===== src/rtl/vga_timing_gen.sv =====
// VGA raster timing generator: pixel enable, row/col counters,
// sync/blank decodes and an end-of-frame strobe.
module vga_timing_gen #(
    parameter int H_VISIBLE = 640,
    parameter int H_FRONT   = 16,
    parameter int H_SYNC    = 96,
    parameter int H_BACK    = 48,
    parameter int V_VISIBLE = 480,
    parameter int V_FRONT   = 10,
    parameter int V_SYNC    = 2,
    parameter int V_BACK    = 33,
    parameter int CLK_DIV   = 2
) (
    input  logic       CLOCK_50M,
    input  logic       reset_L,
    output logic       pix_en,
    output logic       HS,
    output logic       VS,
    output logic       blank,
    output logic [9:0] col,
    output logic [9:0] row,
    output logic       frame_end
);

    localparam int H_TOTAL = H_VISIBLE + H_FRONT + H_SYNC + H_BACK;
    localparam int V_TOTAL = V_VISIBLE + V_FRONT + V_SYNC + V_BACK;
    localparam int DW      = (CLK_DIV > 1) ? $clog2(CLK_DIV) : 1;

    localparam logic [DW-1:0] DIV_LAST = DW'(CLK_DIV - 1);
    localparam logic [9:0]    COL_LAST = 10'(H_TOTAL - 1);
    localparam logic [9:0]    ROW_LAST = 10'(V_TOTAL - 1);

    // 11-bit bounds so a sync pulse ending exactly at 1024 still decodes
    localparam logic [10:0] HS_START = 11'(H_VISIBLE + H_FRONT);
    localparam logic [10:0] HS_END   = 11'(H_VISIBLE + H_FRONT + H_SYNC);
    localparam logic [10:0] VS_START = 11'(V_VISIBLE + V_FRONT);
    localparam logic [10:0] VS_END   = 11'(V_VISIBLE + V_FRONT + V_SYNC);
    localparam logic [10:0] H_VIS    = 11'(H_VISIBLE);
    localparam logic [10:0] V_VIS    = 11'(V_VISIBLE);

    if (H_TOTAL > 1024 || V_TOTAL > 1024 || CLK_DIV < 1) begin : g_bad_params
        $error("vga_timing_gen: totals must be <= 1024 and CLK_DIV >= 1");
    end

    logic [DW-1:0] div;
    logic          col_last;
    logic          row_last;
    logic [10:0]   col_x;
    logic [10:0]   row_x;

    assign col_last = (col == COL_LAST);
    assign row_last = (row == ROW_LAST);
    assign col_x    = {1'b0, col};
    assign row_x    = {1'b0, row};

    // Clock divider: wraps after CLK_DIV-1, pix_en marks the last phase
    always_ff @(posedge CLOCK_50M or negedge reset_L) begin
        if (!reset_L) begin
            div <= '0;
        end else if (div == DIV_LAST) begin
            div <= '0;
        end else begin
            div <= div + DW'(1);
        end
    end

    // Raster counters: col every pixel, row at end of each line
    always_ff @(posedge CLOCK_50M or negedge reset_L) begin
        if (!reset_L) begin
            col <= '0;
            row <= '0;
        end else if (pix_en) begin
            if (col_last) begin
                col <= '0;
                row <= row_last ? 10'd0 : row + 10'd1;
            end else begin
                col <= col + 10'd1;
            end
        end
    end

    // Zero-latency decodes from the counter registers
    always_comb begin
        pix_en    = (div == DIV_LAST);
        HS        = 1'b1;
        VS        = 1'b1;
        blank     = 1'b0;
        frame_end = 1'b0;
        if (col_x >= HS_START && col_x < HS_END) begin
            HS = 1'b0;
        end
        if (row_x >= VS_START && row_x < VS_END) begin
            VS = 1'b0;
        end
        if (col_x >= H_VIS || row_x >= V_VIS) begin
            blank = 1'b1;
        end
        frame_end = pix_en & col_last & row_last;
    end

endmodule

===== config.mk =====
export PLATFORM = sky130hd
export DESIGN_NAME = vga_timing_gen
export DESIGN_NICKNAME = d
export VERILOG_FILES = /design/src/rtl/vga_timing_gen.sv
export SDC_FILE = /design/constraint.sdc
export NUM_CORES = 1
export LEC_CHECK = 0
export ABC_AREA = 1
export ABC_CLOCK_PERIOD_IN_PS = 3300
export CORE_MARGIN = 3
export CORE_UTILIZATION = 54
export DETAILED_ROUTE_END_ITERATION = 16
export GPL_TIMING_DRIVEN = 0
export PLACE_DENSITY = 0.8
export SLEW_MARGIN = 20
export SYNTH_ARGS = -nofsm -noshare
export SYNTH_HDL_FRONTEND = slang
export SYNTH_SLANG_ARGS = --single-unit

===== constraint.sdc =====
create_clock -name CLOCK_50M -period 3.3 [get_ports CLOCK_50M]
set_clock_uncertainty 0.1 [all_clocks]
set_input_delay 0.66 -clock CLOCK_50M [delete_from_list [all_inputs] [get_ports CLOCK_50M]]
set_output_delay 0.66 -clock CLOCK_50M [all_outputs]
set_load 0.005 [all_outputs]

Word-level counts from Yosys, hierarchy flattened
Cells that the tools add are included.
{"block": "totals", "ff_bits": 21, "input_bits": 2, "output_inout_bits": 25}
{"block": "classes", "n_addsub": 3, "magnitude_cmp": 6, "eq_ne": 2, "mux": 6, "bitwise": 2, "n_reduce_logical": 4}
{"operator": "$add A10 B1 Y10 const B", "n": 2}
{"operator": "$eq A10 B10 Y1 const B", "n": 2}
{"operator": "$ge A10 B10 Y1 const B", "n": 2}
{"operator": "$ge A10 B9 Y1 const B", "n": 2}
{"operator": "$mux W10", "n": 2}
{"operator": "$lt A10 B10 Y1 const B", "n": 1}
{"operator": "$lt A10 B9 Y1 const B", "n": 1}
{"operator": "$mux W1", "n": 4}
{"operator": "$and A1 B1 Y1", "n": 2}
{"operator": "$logic_and A1 B1 Y1", "n": 2}
{"operator": "$reduce_and A2 Y1", "n": 1}
{"operator": "$add A1 B1 Y1 const B", "n": 1}
{"operator": "$logic_or A1 B1 Y1", "n": 1}

Logic depth before layout (Yosys ltp)
{"block": "depth", "depth_word": 3, "mapped_depth": 9}

Worst setup path before layout
No wires, ideal clock.
{"block": "synth_path", "path_type": "register -> output", "startpoint": "reg row[0]", "endpoint": "out frame_end", "t_arrival_ns": 1.122, "t_required_ns": 2.540, "slack_ns": 1.418, "stages_incl_launch_ff": 7, "cell_sequence": "dfrtp_1 -> inv_1 -> ha_1 -> nand2_1 -> nor2_1 -> nand3_1 -> nor2_1"}
{"block": "synth_between", "elab_chain_len": 2}
{"element": "start, declared", "line": "21", "rtl": "output logic [9:0] row,"}
{"element": "start signal, assigned", "line": "75", "rtl": "row <= row_last ? 10'd0 : row + 10'd1;"}
{"element": "$eq A10 B10 Y1", "line": "52", "rtl": "assign row_last = (row == ROW_LAST);"}
{"element": "$and A1 B1 Y1", "line": "98", "rtl": "frame_end = pix_en & col_last & row_last;"}
{"element": "end, declared", "line": "22", "rtl": "output logic frame_end"}
No other way between the ends.

Worst setup path in the final report
Same ends and word-level chain as after synthesis.

==> impl_metrics.csv <==
group,metric,value,unit
logic_synthesis,synth_edf_count,0,
clock_network,cts.sinks,21,
finish,final_util,72.48,%
finish,fin_nets,208,
power_and_ir_drop,ir_drop,0.1748,mV
sta,max-slew-margin-rel,38.65,%
logic_synthesis,synth.distinct_cells,30,
placed_design,dpl.hpwl,2163,um
logic_synthesis,syn-num-nets,177,
sta,maxSlewViolCount,0,
logic_synthesis,ys_top_cells_by_count,"40 x nand2_1, 26 x inv_1, 21 x dfrtp_1",
logic_synthesis,ys_top_cells_by_area,"dfrtp_1 40%, nand2_1 11%, inv_1 7.4%",
worst_setup_path,start_kind,"flop",
clock_network,htree_levels,1,
logic_synthesis,synth_seq_area_share,40.04,%
worst_setup_path,endpoint_kind,"primary output",
clock_network,clock_latency,0.30,ns
drt,first_pass_iters,5,
finish,drive_gt1_share,8.500,%
global_routing,grt_pass1_vias,1144,
worst_setup_path,critical_path.most_common_cell,"nor2_1",
sta,rsz0062_at_grt,"no",
floorplan,die_h,55.30,um
logic_synthesis,synth_most_common_cell,"nand2_1",
clock_network,post_cts_buffers,0,
floorplan,coreArea,2255,um2
floorplan,row_count,17,
floorplan,ios,27,
flow_run,cap_violations,0,
global_routing,grt_overflow_total,0,
clock_network,cts_resized,0,
drt,drt-vias-per-instance,5.268,
floorplan,fp.dieArea,3058,um2
drt,wirelength,2800,um
worst_setup_path,crit_fanout,7,
logic_synthesis,synth_top_cell_by_area,"dfrtp_1",
drt,drt-wirelength-per-cell,12.28,um
clock_network,hold_buffers,0,
finish,n_antenna_cell,0,
floorplan,start_util,58.21,%
clock_network,clkTransAtPathRegs,0.12,ns
worst_setup_path,r2r_start,"row[0]",
logic_synthesis,synth_top_area_share,40.04,%
min_path,hp-class,"reg2reg",
sta,worst_pin_slew,0.9174,ns
drt,postRouteAntennaNets,0,
placed_design,port_buffers,26,
sta,hold_viol,0,
global_routing,grt_usage,20.03,%
drt,drt_iter0_drc,60,
worst_setup_path,critPathLaunch,"row[0]",
worst_setup_path,crit_buf_inv,2,
logic_synthesis,ys.flop_type,"dfrtp_1",
worst_setup_path,cp_slowest_cell,"clkdlybuf4s50_1",
floorplan,die_w,55.30,um
worst_setup_path,critPathArrivalTime,2.14,ns
sta,fmax,0.3448,GHz
finish,area_delta_synth_final,24.50,%
worst_setup_path,critical_path.top_delay_family,"buffers and inverters",
logic_synthesis,synth_seq_cells,21,
logic_synthesis,syn_area_per_cell,7.721,um2
clock_network,cts_made_buffers,3,
drt,num_vias,1201,
sta,tns,0,ns
clock_network,root_buffer,"clkbuf_4",
drt,drcViolationCount,0,
clock_network,clk_path_buf_depth,2,
worst_setup_path,worstSetupPathType,"reg2out",
worst_setup_path,critical_path_required,2.54,ns
logic_synthesis,ys_async_sr_fraction,100.0,%
logic_synthesis,netlist_area,1313,um2
power_and_ir_drop,p_leak,0.0007662,uW
sta,setup_violations,0,
placed_design,gp_congestion,0.8216,
logic_synthesis,yosys_warnings,0,
run_status,status,"finished, final reports clean",
sta,fin_crit,2.900,ns
worst_setup_path,path_cells,"inv_1, ha_1, nand2_1, nor2_1, nand3_1, nor2_1, clkdlybuf4s50_1",
global_routing,antenna_found_initial,0,
sta,period_share,87.89,%
min_path,min_from,"col[2]",
logic_synthesis,syn_inst,170,
power_and_ir_drop,power_density,238.8,nW/um2
worst_setup_path,cpPeakStageDelay,0.51,ns
global_routing,grt_max_degree,22,
clock_network,cts_tree,"built",
global_routing,grt_pass1_wl,5071,um
## stage by stage
stage	instances	worst slack, ns	total power, uW	hold WS (ns)	area [um2]
6_report	228	0.3995	390.2	0.4967	1634
5_1_grt	228	0.2406	407.0	0.5171	1634
4_1_cts	228	0.3928	394.6	0.4901	1634
3_5_place_dp	224	0.7490	268.6	0.4588	1608
3_3_place_gp	224	0.7313	268.6	0.4475	1608
2_1_floorplan	170	1.418	262.3	0.2644	1313
## path summary, 6_finish.rpt
kind | slack [ns] | end | cells past startpoint
worst max-delay path | 0.40 | frame_end | 7
worst min-delay path | 0.50 | col[2] | 2
worst max register to register | 1.68 | row[1] | 7
worst min register to register | 0.50 | col[2] | 2
max in group asynchronous | 1.79 | col[8] | 1
min in group asynchronous | 0.75 | col[7] | 1
## logic make-up after synthesis
| group | Yosys count | share of synthesized area (%) |
|---|---|---|
| AO/OA/AOI/OAI | 16 | 8.008 |
| buffers and inverters | 29 | 8.961 |
| XOR/XNOR | 5 | 3.337 |
| adder cells (fa/ha/maj) | 5 | 4.766 |
| flip-flops | 21 | 40.04 |
| AND/OR/NAND/NOR | 94 | 34.89 |
## layout by cell type, fill, tap and decap left out, drive strengths merged
cell type	count
clkdlybuf4s50	26
nor4	1
o211a	1
ha	5
or2	1
xnor2	2
nor3	6
o21ai	11
xor2	3
inv	28
nand3b	1
o21bai	1
nor2	23
nand3	16
buf	1
nand2	41
nand4	5
dfrtp	21
o211ai	1
o221ai	1
a21oi	1
clkbuf	4
## power breakdown
part / total [uW] / internal [uW] / leakage [uW] / switching (uW)
Combinational: 5.76 / 1.04 / 0.000472 / 4.72
Sequential: 257 / 257 / 0.000279 / 0
Clock: 127 / 47.2 / 0.0000150 / 80.0
## state kept, by name, indices dropped and copies added, names as in the netlist
register / count
col: 10
pix_en: 1
row: 10
## final cells by class
class / count / area [um2]
tap: 28 / 35.03
multi-input combinational: 120 / 669.4
clock buffer: 4 / 26.28
fill: 193 / 620.6
buffer: 1 / 7.507
sequential: 21 / 525.5
timing repair buffer: 26 / 260.3
inverter: 28 / 110.1
## layer usage
metal	up-vias	global-route usage [%]	share of wire, %	wire, um
met3	2	3.271	5.5	155
met2	41	34.12	49	1373
met4	0	4.167	0.71	20
li1	605	-	-	-
met5	-	0	0	0
met1	553	26.75	45	1251
## tightest hold or removal path: stages (launching register included)
cell and delay [ns]:
dfrtp_1 0.43, xor2_1 0.09, inv_1 0.05
Note: power is estimated with default switching activity, not from simulation.
